### config.mk
export PLATFORM = sky130hd
export DESIGN_NAME = dec_key_sequencer
export DESIGN_NICKNAME = d
export VERILOG_FILES = /design/src/rtl/boron_pkg.sv /design/src/rtl/enc_key_round.sv /design/src/rtl/dec_key_sequencer.sv
export SDC_FILE = /design/constraint.sdc
export NUM_CORES = 1
export LEC_CHECK = 0
export CAP_MARGIN = 0
export CORE_AREA = 2 2 123 125
export CTS_CLUSTER_DIAMETER = 60
export DETAILED_ROUTE_END_ITERATION = 8
export DIE_AREA = 0 0 125 127
export PLACE_DENSITY = 0.83
export SLEW_MARGIN = 20
export SYNTH_ARGS = -nofsm -noshare
export SYNTH_HDL_FRONTEND = slang
export SYNTH_SLANG_ARGS = --single-unit
### constraint.sdc
create_clock -name clk -period 5.6 [get_ports clk]
set_input_delay 0.84 -clock clk [delete_from_list [all_inputs] [get_ports clk]]
set_output_delay 0.84 -clock clk [all_outputs]
set_load 0.05 [all_outputs]
### src/rtl/boron_pkg.sv
// Shared constants, state encoding and forward S-box for the Boron key sequencer.
package boron_pkg;
  localparam int KEY_W = 80;
  localparam int RK_W  = 64;
  localparam int CNT_W = 5;
  localparam int ROT   = 13;

  typedef enum logic [1:0] {IDLE, EXPAND, EMIT} state_t;

  function automatic logic [3:0] sbox_fwd(input logic [3:0] x);
    logic [3:0] y;
    case (x)
      4'h0: y = 4'hE;  4'h1: y = 4'h4;  4'h2: y = 4'hB;  4'h3: y = 4'h1;
      4'h4: y = 4'h7;  4'h5: y = 4'h9;  4'h6: y = 4'hC;  4'h7: y = 4'hA;
      4'h8: y = 4'hD;  4'h9: y = 4'h2;  4'hA: y = 4'h0;  4'hB: y = 4'hF;
      4'hC: y = 4'h8;  4'hD: y = 4'h5;  4'hE: y = 4'h3;  default: y = 4'h6;
    endcase
    return y;
  endfunction
endpackage

### src/rtl/enc_key_round.sv
// One forward Boron key-schedule step: rotate left, S-box low nibble, inject counter.
module enc_key_round
  import boron_pkg::*;
(
  input  logic [KEY_W-1:0] i_key,
  input  logic [CNT_W-1:0] i_cnt,
  output logic [KEY_W-1:0] o_key
);
  logic [KEY_W-1:0] w_rot;

  always_comb begin
    w_rot         = {i_key[KEY_W-ROT-1:0], i_key[KEY_W-1:KEY_W-ROT]};
    o_key         = w_rot;
    o_key[3:0]    = sbox_fwd(w_rot[3:0]);
    o_key[63:59]  = w_rot[63:59] ^ i_cnt;
  end
endmodule

### src/rtl/dec_key_sequencer.sv
// Runs the forward key schedule, then emits round keys last-first via the decryption stage.
// Optional KEY_ROUNDTRIP_CHECK_EN: compares the recovered master key against a shadow copy.
module dec_key_sequencer
  import boron_pkg::*;
#(
  parameter int Key_Bit_Size     = 80,
  parameter int Number_of_Rounds = 26,
  parameter int RK_W             = 64
) (
  input  logic                    clk,
  input  logic                    rst_n,
  input  logic                    key_load,
  input  logic [Key_Bit_Size-1:0] key_in,
  output logic                    key_ready,
  output logic                    rk_valid,
  input  logic                    rk_ready,
  output logic [RK_W-1:0]         rk_out,
  output logic [CNT_W-1:0]        rk_index,
  output logic                    busy,
  output logic [Key_Bit_Size-1:0] dk_prev,
  output logic [CNT_W-1:0]        dk_counter,
`ifdef KEY_ROUNDTRIP_CHECK_EN
  output logic                    key_mismatch,
`endif
  input  logic [Key_Bit_Size-1:0] dk_next
);
  localparam logic [CNT_W-1:0] LAST = CNT_W'(Number_of_Rounds - 1);

  state_t                  r_state, w_state_nxt;
  logic [Key_Bit_Size-1:0] r_key;
  logic [CNT_W-1:0]        r_cnt;
  logic [Key_Bit_Size-1:0] w_key_fwd;
  logic                    w_fire;

  enc_key_round u_round (
    .i_key (r_key),
    .i_cnt (r_cnt),
    .o_key (w_key_fwd)
  );

  assign w_fire = (r_state == EMIT) && rk_ready;

  always_ff @(posedge clk or negedge rst_n) begin
    if (!rst_n) r_state <= IDLE;
    else        r_state <= w_state_nxt;
  end

  always_comb begin
    w_state_nxt = r_state;
    case (r_state)
      IDLE:    if (key_load)                    w_state_nxt = EXPAND;
      EXPAND:  if (r_cnt == LAST)               w_state_nxt = EMIT;
      EMIT:    if (w_fire && r_cnt == '0)       w_state_nxt = IDLE;
      default:                                  w_state_nxt = IDLE;
    endcase
  end

  always_comb begin
    busy      = (r_state != IDLE);
    key_ready = !busy;
    rk_valid  = (r_state == EMIT);
  end

  // The counter runs up during expansion and is reused as the descending round index.
  always_ff @(posedge clk or negedge rst_n) begin
    if (!rst_n) begin
      r_key <= '0;
      r_cnt <= '0;
    end else begin
      case (r_state)
        IDLE: if (key_load) begin
          r_key <= key_in;
          r_cnt <= CNT_W'(1);
        end
        EXPAND: begin
          r_key <= w_key_fwd;
          if (r_cnt != LAST) r_cnt <= r_cnt + CNT_W'(1);
        end
        EMIT: if (w_fire && r_cnt != '0) begin
          r_key <= dk_next;
          r_cnt <= r_cnt - CNT_W'(1);
        end
        default: ;
      endcase
    end
  end

  assign rk_out     = r_key[RK_W-1:0];
  assign rk_index   = r_cnt;
  assign dk_prev    = r_key;
  assign dk_counter = r_cnt;

`ifdef KEY_ROUNDTRIP_CHECK_EN
  logic [Key_Bit_Size-1:0] r_shadow;
  logic                    r_mismatch;

  always_ff @(posedge clk or negedge rst_n) begin
    if (!rst_n) begin
      r_shadow   <= '0;
      r_mismatch <= 1'b0;
    end else if (r_state == IDLE && key_load) begin
      r_shadow   <= key_in;
      r_mismatch <= 1'b0;
    end else if (w_fire && r_cnt == '0) begin
      r_mismatch <= (r_key != r_shadow);
    end
  end

  assign key_mismatch = r_mismatch;
`endif
endmodule

# ---- Yosys cells after proc, flatten, opt, wreduce, memory -nomap -nowiden
# Memory sizes are Yosys's and may differ from the RTL's.
# Cells that the tools add are included.
dict set report classes {
  addsub 2
  eq_ne 9
  muxes 11
  n_bitwise 1
  n_reduce_logical 12
}
# operator count
set ops {}
lappend ops {{$pmux W80 S3} 1}
lappend ops {{$mux W80} 2}
lappend ops {{$mux W5} 3}
lappend ops {{$pmux W5 S3} 1}
lappend ops {{$mux W2} 3}
lappend ops {{$ne A2 B2 Y1 const B} 3}
lappend ops {{$pmux W2 S3} 1}
lappend ops {{$reduce_and A3 Y1} 2}
lappend ops {{$add A5 B1 Y5 const B} 1}
lappend ops {{$eq A5 B5 Y1 const B} 1}
lappend ops {{$logic_not A5 Y1} 1}
lappend ops {{$ne A5 B5 Y1 const B} 1}
lappend ops {{$reduce_bool A5 Y1} 1}
lappend ops {{$sub A5 B1 Y5 const B} 1}
lappend ops {{$xor A5 B5 Y5} 1}
lappend ops {{$ne A2 B1 Y1 const B} 2}
lappend ops {{$reduce_and A4 Y1} 1}
lappend ops {{$logic_and A1 B1 Y1} 3}
lappend ops {{$reduce_bool A3 Y1} 1}
lappend ops {{$eq A2 B1 Y1 const B} 1}
lappend ops {{$eq A2 B2 Y1 const B} 1}
lappend ops {{$logic_not A2 Y1} 1}
lappend ops {{$reduce_bool A2 Y1} 1}
lappend ops {{$logic_not A1 Y1} 1}
dict set report word_totals {
  regBits 87
  rom_bits 64
  input_bits 164
  word_cells 39
  memories 1
}
# name words width read_ports rd_clocked_by_memory_dff wr line
set memory_table {}
lappend memory_table {{(name not given)} 16 4 1 0 0 boron_pkg.sv:12} ;# case (x)

# ---- Logic depth before layout (Yosys ltp)
# Gate-level depths: netlist of the first run.
dict set report depth {
  depth_word 5
  ltp_mapped 9
  depth_no_buf 8
}

# ---- Hierarchy
# From an unflattened synthesis of the first run, not the netlist that was laid out.
dict set report unflattened {
  cells_unflattened 685
  area_unflattened_um2 5975.7
}
# module instances cells_each area_each_um2 seq_area_each_um2
set modules_own_cells {}
lappend modules_own_cells {dec_key_sequencer 1 588 5250.0 2177.1}
lappend modules_own_cells {enc_key_round 1 97 725.7 0.0}

# ---- Worst setup path after synthesis of the first run
# OpenSTA, ideal clock, no wires.
dict set report synth_path {
  path_kind {reg-to-reg}
  startpoint {reg r_state[0]}
  endpoint {reg r_cnt[4] (netlist: dk_counter[4])}
  setup_ns 0.124
  t_arrival_ns 2.343
  setup_slack_ns 3.133
  stages_incl_launch_ff 10
  path_buffers 1
  path_cell_list {dfrtp_1 inv_1 ha_1 clkbuf_1 xor2_1 ha_1 a21o_1 a222oi_1 nor2_1 a211o_1}
}
dict set report synth_via {
  elab_chain_len 5
}
# item line
set synth_rtl {}
lappend synth_rtl {{from (decl)} dec_key_sequencer.sv:29} ;# state_t r_state, w_state_nxt;
lappend synth_rtl {{from (signal assigned)} dec_key_sequencer.sv:45} ;# else r_state <= w_state_nxt;
lappend synth_rtl {{$eq A2 B2 Y1 (*)} n/a}
lappend synth_rtl {{net rk_valid} dec_key_sequencer.sv:15} ;# output logic rk_valid,
lappend synth_rtl {{$logic_and A1 B1 Y1} dec_key_sequencer.sv:41} ;# assign w_fire = (r_state == EMIT) && rk_ready;
lappend synth_rtl {{$logic_and A1 B1 Y1} dec_key_sequencer.sv:79} ;# EMIT: if (w_fire && r_cnt != '0) begin
lappend synth_rtl {{$ne A2 B1 Y1 (no line)} n/a}
lappend synth_rtl {{$reduce_and A4 Y1 (no line)} n/a}
lappend synth_rtl {{to (signal assigned)} dec_key_sequencer.sv:77} ;# if (r_cnt != LAST) r_cnt <= r_cnt + CNT_W'(1);
lappend synth_rtl {{to (signal assigned)} dec_key_sequencer.sv:81} ;# r_cnt <= r_cnt - CNT_W'(1);
lappend synth_rtl {{to (decl)} dec_key_sequencer.sv:31} ;# logic [CNT_W-1:0] r_cnt;
# Mark *: on every way through the listed nets, which the timed path passes. The rest lies on a longest branch.
# A chain may end at the register's enable or synchronous reset.

# ---- Final worst setup path of the first run
dict set report layout_path {
  startpoint {reg r_state[0]}
  endpoint {reg r_key[26] (netlist: dk_prev[26])}
}
dict set report layout_via {
  elab_chain_len 5
}
# item line
set layout_rtl {}
lappend layout_rtl {{$eq A2 B2 Y1} {dec_key_sequencer.sv:41, dec_key_sequencer.sv:70}}
lappend layout_rtl {{$logic_and A1 B1 Y1} dec_key_sequencer.sv:41}
lappend layout_rtl {{$logic_and A1 B1 Y1} dec_key_sequencer.sv:79}
lappend layout_rtl {{$ne A2 B1 Y1 (no line)} n/a}
lappend layout_rtl {{$reduce_and A3 Y1 (no line)} n/a}
lappend layout_rtl {{to (signal assigned)} dec_key_sequencer.sv:72} ;# r_key <= key_in;
lappend layout_rtl {{to (signal assigned)} dec_key_sequencer.sv:76} ;# r_key <= w_key_fwd;
lappend layout_rtl {{to (signal assigned)} dec_key_sequencer.sv:80} ;# r_key <= dk_next;
lappend layout_rtl {{to (decl)} dec_key_sequencer.sv:30} ;# logic [Key_Bit_Size-1:0] r_key;
# Parallel ways exist; a longest one is shown, timed or not.

==> results of run 1 <==
==> cell usage after synthesis, types with 7 or more instances <==
library cell	instances	area [sq um]
a21oi_1	75	375
a22oi_1	76	571
buf_2	12	60.1
buf_4	69	518
buf_6	8	90.1
clkbuf_1	25	93.8
dfrtp_1	87	2180
ha_1	9	113
inv_1	8	30.0
mux2_1	7	78.8
mux2_2	68	766
nand2_1	17	63.8
nor2_1	83	312
o21ai_0	8	40.0
xor2_1	8	70.1
==> through the flow <==
stage,util,instance area (sq um)
final,0.608,8770
after floorplan,-,5780
after global routing,0.608,8770
after CTS,0.608,8770
after global placement,0.589,8490
after detailed placement,0.589,8490
==> routing by layer <==
metal | part of all wire | GRT usage
met1 | 0.40 | 0.299
met2 | 0.50 | 0.422
met3 | 0.080 | 0.0553
met4 | 0.023 | 0.0922
met5 | 0 | 0
==> state kept, by name, indices dropped and copies added (netlist names) <==
register	count
dk_counter	5
dk_prev	80
r_state	2
==> final cells by class <==
cell class,instances,area (sq um),area share
repair buffers,323,3220,0.367
multi-input cells,404,2830,0.323
flip-flops and latches,87,2180,0.248
clock buffers,13,260,0.0297
well taps,184,230,0.0262
inverters,8,30.0,0.00342
clock inverters,3,17.5,0.00200
==> worst min-delay path by stage <==
| stage | startpoint | end | slack (ns) | depth (start not counted) |
|---|---|---|---|---|
| final | rst_n | dk_prev[11]$_DFFE_PN0P_ | 0.47 | 1 |
| after global placement | dk_prev[71]$_DFFE_PN0P_ | dk_prev[71]$_DFFE_PN0P_ | 0.52 | 1 |
| after detailed placement | dk_prev[71]$_DFFE_PN0P_ | dk_prev[71]$_DFFE_PN0P_ | 0.54 | 1 |
| after global routing | rst_n | dk_prev[11]$_DFFE_PN0P_ | 0.51 | 1 |
| after CTS | rst_n | dk_prev[11]$_DFFE_PN0P_ | 0.49 | 1 |
| after floorplan | rst_n | dk_counter[0]$_DFFE_PN0P_ | 0.54 | 0 |
==> kinds of logic after synthesis <==
| group | count (synthesis) | synth area share |
|---|---|---|
| adders and majority gates | 9 | 0.0195 |
| buffers and inverters | 126 | 0.140 |
| xor gates and xnor gates | 9 | 0.0136 |
| DFF | 87 | 0.377 |
| and+or+nand+nor | 125 | 0.0970 |
| muxes | 79 | 0.153 |
| AOI/OAI and AO/OA | 182 | 0.200 |
==> impl_metrics.yaml, run 1 <==
grt:
  grt_max_degree: 88
  antenna_found_initial: 0
  grt_pass1_vias: 5347
  grt_use_total: 0.244
  grt_overflow_total: 0
  grt_first_pass_wirelength_um: 30200
place:
  place_inst: 1006
  dp_hpwl_um: 14900
  preCtsSetupSlack_ns: 2.28
  portBuffers: 320
  gp_congestion: 0.859
finish:
  final_common_cell: "clkdlybuf4s50_1"
  final_cells: 1022
  final_cell_mix: "clkdlybuf4s50_1, dfrtp_1, nor2_1, a22oi_1, a21oi_1"
  insertedDiodeCount: 0
  drive_gt1_frac: 0.111
  area_growth_pct: 51.8
  n_fill_cell: 1257
  fin_nets: 1006
setup_path:
  endpoint: "dk_prev[26]$_DFFE_PN0P_"
  crit_chain: "inv_1 -> ha_4 -> nor2b_1 -> nor3_4 -> nand2_4 -> mux2_2"
  cp.depth: 6
  cp.required_ns: 5.81
  crit_path_start_kind: "flip-flop"
  critPathTopFamily: "simple AND/OR/NAND/NOR gates"
  crit_buf_inv: 1
  startpoint: "r_state[0]$_DFFE_PN0P_"
  rr_endpoint: "dk_prev[26]$_DFFE_PN0P_"
  cpMaxStageDelayCell: "ha_4"
  slowest_delay_ns: 0.81
  r2r-start: "r_state[0]$_DFFE_PN0P_"
  critPathCaptureType: "flip-flop"
  crit_arrival_ns: 3.57
  path_max_fanout: 87
  r2r_slack_ns: 2.25
  reg2reg_depth: 6
  crit_type: "reg -> reg"
sta:
  rsz0062_at_grt: "no"
  timing.final.crit_period_ns: 3.35
  fin_crit_sh: 0.599
  setup_slack_ns: 2.25
  skew_ns: 0.00940
  fin_hold_ws_ns: 0.473
  setup_tns_ns: 0
  relSlewSlack: 0.257
  final-hold-violation-count: 0
  finalSetupViolCount: 0
  tightest_slew_ns: 1.11
  max_clock_freq_ghz: 0.298
  finalMaxSlewViolations: 0
detailed_routing:
  drc: 0
  routed_wl_um: 20200
  ant_nets: 0
  drt_iter0_markers: 357
  wl_per_cell_um: 19.8
  drt_first_pass_iters: 5
  vias: 5571
  via_per_inst: 5.45
flow_run:
  max_cap_violations: 0
cts:
  cts-resized-gates: 0
  numCtsBuffers: 9
  cts_tree: "yes"
  ctsHoldBuffers: 0
  cts.clk_slew.worst_paths_ns: 0.06
  clk_path_buf_depth: 2
  clkLatencyLatePin_ns: 0.34
  ctsRootBufferMaster: "clkbuf_16"
  cts_sinks: 87
  htree_levels: 3
  post_cts_buffers: 0
synthesis:
  synth.avg_cell_area_sq_um: 9.37
  synth_edf_count: 0
  syn_inst: 617
  async_reset_ff_frac: 1.00
  synth-seq-cells: 87
  ys_types: 43
  synth_flop_cell: "dfrtp_1"
  synth_area_sq_um: 5780
  yosysWarnings: 0
  syn_nets: 790
  yosysSeqAreaShare: 0.377
floorplanning:
  start_util: 0.401
  core-area_sq_um: 14400
  num_rows: 44
  die_h_um: 127
  dieArea_sq_um: 15900
  io_pins: 321
  die_w_um: 125
min_path:
  hold_class: "in -> async"
run_status:
  outcome: "completed"
Power of run 1 is left out: the tool's default activity adds up to more than one toggle a clock period on the data nets, which glitch-free logic cannot reach.
==> run 2, diff against run 1 <==
--- a/config.mk
+++ b/config.mk
@@ -6,11 +6,11 @@
 export NUM_CORES = 1
 export LEC_CHECK = 0
 export CAP_MARGIN = 0
-export CORE_AREA = 2 2 123 125
+export CORE_MARGIN = 2
+export CORE_UTILIZATION = 40
 export CTS_CLUSTER_DIAMETER = 60
 export DETAILED_ROUTE_END_ITERATION = 8
-export DIE_AREA = 0 0 125 127
-export PLACE_DENSITY = 0.83
+export PLACE_DENSITY = 0.84
 export SLEW_MARGIN = 20
 export SYNTH_ARGS = -nofsm -noshare
 export SYNTH_HDL_FRONTEND = slang
==> constraint.sdc (replaced) <==
create_clock -name clk -period 3.2 [get_ports clk]
set_input_delay 0.48 -clock clk [delete_from_list [all_inputs] [get_ports clk]]
set_output_delay 0.48 -clock clk [all_outputs]
set_load 0.05 [all_outputs]
==> impl_metrics.yaml, run 2 (same netlist as run 1, synthesis figures left out) <==
cts:
  ctsHoldBuffers: 0
  numCtsBuffers: 9
  cts-resized-gates: 0
  clk_path_buf_depth: 2
  htree_levels: 3
  cts_tree: "yes"
  post_cts_buffers: 0
  cts.clk_slew.worst_paths_ns: 0.06
  cts_sinks: 87
  ctsRootBufferMaster: "clkbuf_16"
  clkLatencyLatePin_ns: 0.34
floorplanning:
  io_pins: 321
  start_util: 0.413
  die_h_um: 124
  num_rows: 43
  die_w_um: 124
  dieArea_sq_um: 15400
  core-area_sq_um: 14000
place:
  portBuffers: 320
  preCtsSetupSlack_ns: 0.731
  gp_congestion: 0.860
  dp_hpwl_um: 15700
grt:
  antenna_found_initial: 0
  grt_overflow_total: 0
  grt_pass1_vias: 5482
  grt_first_pass_wirelength_um: 31600
  grt_use_total: 0.262
  grt_max_degree: 75
finish:
  fin_nets: 1013
  final_common_cell: "clkdlybuf4s50_1"
  area_growth_pct: 53.9
  multi_input_area_sq_um: 2830
  insertedDiodeCount: 0
  largest_reg_flops: 80
  final_cell_mix: "clkdlybuf4s50_1, dfrtp_1, nor2_1, a22oi_1, a21oi_1"
  n_fill_cell: 1158
  regArea_sq_um: 2180
  drive_gt1_frac: 0.121
sta:
  max_clock_freq_ghz: 0.364
  final-hold-violation-count: 0
  skew_ns: 0.00620
  timing.final.crit_period_ns: 2.75
  finalSetupViolCount: 0
  relSlewSlack: 0.533
  finalMaxSlewViolations: 0
  tightest_slew_ns: 0.701
  setup_slack_ns: 0.452
  fin_crit_sh: 0.859
  rsz0062_at_grt: "no"
  setup_tns_ns: 0
setup_path:
  critPathTopFamily: "buffers and inverters"
  crit_buf_inv: 2
  cpMaxStageDelayCell: "clkdlybuf4s50_1"
  slowest_delay_ns: 0.89
  crit_path_start_kind: "flip-flop"
  crit_type: "reg -> out"
  path_max_fanout: 9
  crit_chain: "inv_1 -> ha_1 -> clkdlybuf4s50_1"
  crit_arrival_ns: 2.27
  critPathCaptureType: "primary output"
  cp.required_ns: 2.72
detailed_routing:
  drt_iter0_markers: 335
  drt_first_pass_iters: 5
  via_per_inst: 5.47
  wl_per_cell_um: 20.5
  ant_nets: 0
  vias: 5605
  drc: 0
  routed_wl_um: 21000
flow_run:
  max_cap_violations: 0
min_path:
  hold_class: "in -> async"
run_status:
  outcome: "completed"
## run 2: cell types whose count changed in the layout (fill, tap and decap cells not counted)
cell        before  now
buf_4            4    9
clkbuf_1         2    0
clkinvlp_4       1    0
buf_12           0    2
clkinv_2         2    1
bufinv_16        0    1
clkbuf_8         2    5
## run 2: routing by layer
metal / vias up / share of wire / track usage
li1: 2586 / - / -
met1: 2697 / 0.38 / 0.310
met2: 292 / 0.51 / 0.467
met3: 30 / 0.081 / 0.0572
met4: 0 / 0.021 / 0.0892
met5: - / 0 / 0
## run 2: layout make-up
class	count	area share
multi-input cells	404	0.318
repair buffers	330	0.371
flip-flops and latches	87	0.245
well taps	180	0.0253
inverters	8	0.00338
clock buffers	14	0.0331
clock inverters	2	0.00394
## run 2: stage by stage
step                cell area [sq um]  hold WS (ns)  instances  utilization
CTS                              8890         0.206       1025        0.636
finish                           8890         0.179       1025        0.636
global placement                 8570         0.522       1009        0.612
floorplan                        5780         0.184        617            -
detailed placement               8570         0.528       1009        0.612
global route                     8890         0.226       1025        0.636
## run 2: worst paths after layout
| check | from | end | slack, ns | cells after the start |
|---|---|---|---|---|
| setup / recovery | r_state[0]$_DFFE_PN0P_ | rk_valid | 0.45 | 3 |
| hold / removal | rst_n | dk_prev[9]$_DFFE_PN0P_ | 0.18 | 1 |
| setup reg to reg | r_state[0]$_DFFE_PN0P_ | dk_counter[4]$_DFFE_PN0P_ | 0.68 | 7 |
| hold reg to reg | dk_prev[76]$_DFFE_PN0P_ | dk_prev[76]$_DFFE_PN0P_ | 0.54 | 1 |
| max in group asynchronous | rst_n | dk_prev[73]$_DFFE_PN0P_ | 2.26 | 2 |
| min in group clk | dk_prev[76]$_DFFE_PN0P_ | dk_prev[76]$_DFFE_PN0P_ | 0.54 | 1 |
## run 2: worst register-to-register path, stage by stage (launching register included)
cell      delay (ns)
dfrtp_1         0.42
inv_1           0.22
ha_4            0.40
buf_4           0.43
o211ai_1        0.17
a222oi_1        0.46
nor2_1          0.09
a211o_1         0.23
Power of run 2 is left out for the same reason.
==> run 3, diff against run 2 <==
==> constraint.sdc (replaced) <==
create_clock -name clk -period 3.2 [get_ports clk]
set_input_delay 0.48 -clock clk [delete_from_list [all_inputs] [get_ports clk]]
set_output_delay 0.48 -clock clk [all_outputs]
set_load 0.01 [all_outputs]
==> impl_metrics.yaml, run 3 (same netlist as run 1, synthesis figures left out) <==
sta:
  finalMaxSlewViolations: 0
  rsz0062_at_grt: "no"
  max_clock_freq_ghz: 0.398
  finalSetupViolCount: 0
  skew_ns: 0.00454
  fin_crit_sh: 0.786
  timing.final.crit_period_ns: 2.52
  final-hold-violation-count: 0
  setup_tns_ns: 0
  relSlewSlack: 0.508
  tightest_slew_ns: 0.738
  fin_hold_ws_ns: 0.125
floorplanning:
  die_h_um: 124
  num_rows: 43
  start_util: 0.413
  dieArea_sq_um: 15400
  io_pins: 321
  die_w_um: 124
  core-area_sq_um: 14000
detailed_routing:
  vias: 5528
  drc: 0
  drt_first_pass_iters: 5
  routed_wl_um: 20800
  ant_nets: 0
  via_per_inst: 5.37
  wl_per_cell_um: 20.2
  drt_iter0_markers: 314
setup_path:
  crit_arrival_ns: 2.04
  crit_chain: "inv_1 -> ha_1 -> clkdlybuf4s50_1"
  path_max_fanout: 9
  endpoint: "rk_valid"
  critPathCaptureType: "primary output"
  cp.required_ns: 2.72
  crit_type: "reg -> out"
  rr_endpoint: "dk_prev[49]$_DFFE_PN0P_"
  reg2reg_depth: 7
  cpMaxStageDelayCell: "clkdlybuf4s50_1"
  r2r_slack_ns: 0.68
  crit_path_start_kind: "flip-flop"
  r2r-start: "r_state[0]$_DFFE_PN0P_"
  slowest_delay_ns: 0.63
  startpoint: "r_state[0]$_DFFE_PN0P_"
min_path:
  hold_class: "in -> async"
finish:
  drive_gt1_frac: 0.125
  n_fill_cell: 1153
  insertedDiodeCount: 0
  design_area_sq_um: 8990
  final_cell_mix: "clkdlybuf4s50_1, dfrtp_1, nor2_1, a22oi_1, a21oi_1"
  final_cells: 1029
  fin_nets: 1017
  final_common_cell: "clkdlybuf4s50_1"
  largest_reg_flops: 80
  area_growth_pct: 55.6
place:
  portBuffers: 320
  placed_cell_area_sq_um: 8650
  dp_hpwl_um: 15900
  place_inst: 1013
  gp_congestion: 0.868
power_and_ir_drop:
  peakVddDrop_v: 0.000523
  p_sw_frac: 0.398
  p_int_mw: 5.65
  pwr-share-seq: 0.270
  power.switching_mw: 3.73
  clockPowerShare: 0.130
  power.density_nw_per_um2: 1040
  power.share.combinational: 0.601
  power_leakage_nw: 3.60
grt:
  grt_first_pass_wirelength_um: 31700
  grt_use_total: 0.263
  antenna_found_initial: 0
  grt_pass1_vias: 5569
  grt_max_degree: 65
  grt_overflow_total: 0
cts:
  post_cts_buffers: 0
  ctsRootBufferMaster: "clkbuf_16"
  htree_levels: 3
  ctsHoldBuffers: 0
  cts-resized-gates: 0
  cts_tree: "yes"
  cts_sinks: 87
  clkLatencyLatePin_ns: 0.34
  cts.clk_slew.worst_paths_ns: 0.06
  clk_path_buf_depth: 2
  numCtsBuffers: 9
run_status:
  outcome: "completed"
flow_run:
  max_cap_violations: 0
-- run 3: worst min path at each step --
stage / startpoint / to / slack, ns / cells after the start
floorplan: rst_n / dk_counter[0]$_DFFE_PN0P_ / 0.18 / 0
global placement: rst_n / dk_prev[77]$_DFFE_PN0P_ / 0.51 / 1
detailed placement: rst_n / dk_prev[9]$_DFFE_PN0P_ / 0.51 / 1
global route: rst_n / dk_prev[77]$_DFFE_PN0P_ / 0.17 / 1
finish: rst_n / dk_prev[77]$_DFFE_PN0P_ / 0.13 / 1
CTS: rst_n / dk_prev[77]$_DFFE_PN0P_ / 0.14 / 1
-- run 3: critical path: cells and delay by family (launching register included) --
kind	cells	cell delay, ns
buf+inv	2	0.85
flops	1	0.43
fa+ha+maj	1	0.42
-- run 3: stage by stage --
step | total power [mW] | utilization | setup WS [ns]
after floorplan | 5.62 | - | 1.03
after global placement | 8.07 | 0.618 | 0.728
after detailed placement | 8.19 | 0.618 | 0.668
after CTS | 9.45 | 0.643 | 0.654
after global routing | 9.94 | 0.643 | 0.475
final | 9.38 | 0.643 | 0.685
-- run 3: area by class of cell --
| type | instances | area [sq um] | area share |
|---|---|---|---|
| clock inverter | 6 | 108 | 0.0120 |
| inverter | 8 | 30.0 | 0.00334 |
| multi-input combinational | 404 | 2830 | 0.315 |
| tap | 180 | 225 | 0.0250 |
| sequential | 87 | 2180 | 0.242 |
| timing repair buffer | 334 | 3380 | 0.376 |
| clock buffer | 10 | 239 | 0.0266 |
-- run 3: power groups by stage --
stage                     Sequential [mW]  Combinational, mW  Clock (mW)
after global routing                 2.63               6.03        1.28
final                                2.53               5.63        1.22
after floorplan                      2.41               3.21           0
after CTS                            2.53               5.67        1.24
after detailed placement             2.54               5.65           0
after global placement               2.53               5.54           0
-- run 3: per-layer routing --
| metal | part of all wire | wire length [um] | global-route usage | vias to the layer above |
|---|---|---|---|---|
| met5 | 0 | 0 | 0 | - |
| met2 | 0.51 | 10600 | 0.468 | 263 |
| met4 | 0.019 | 403 | 0.0813 | 0 |
| met3 | 0.077 | 1600 | 0.0658 | 31 |
| li1 | - | - | - | 2601 |
| met1 | 0.40 | 8220 | 0.311 | 2633 |
Note: power is estimated with default switching activity, not from simulation.
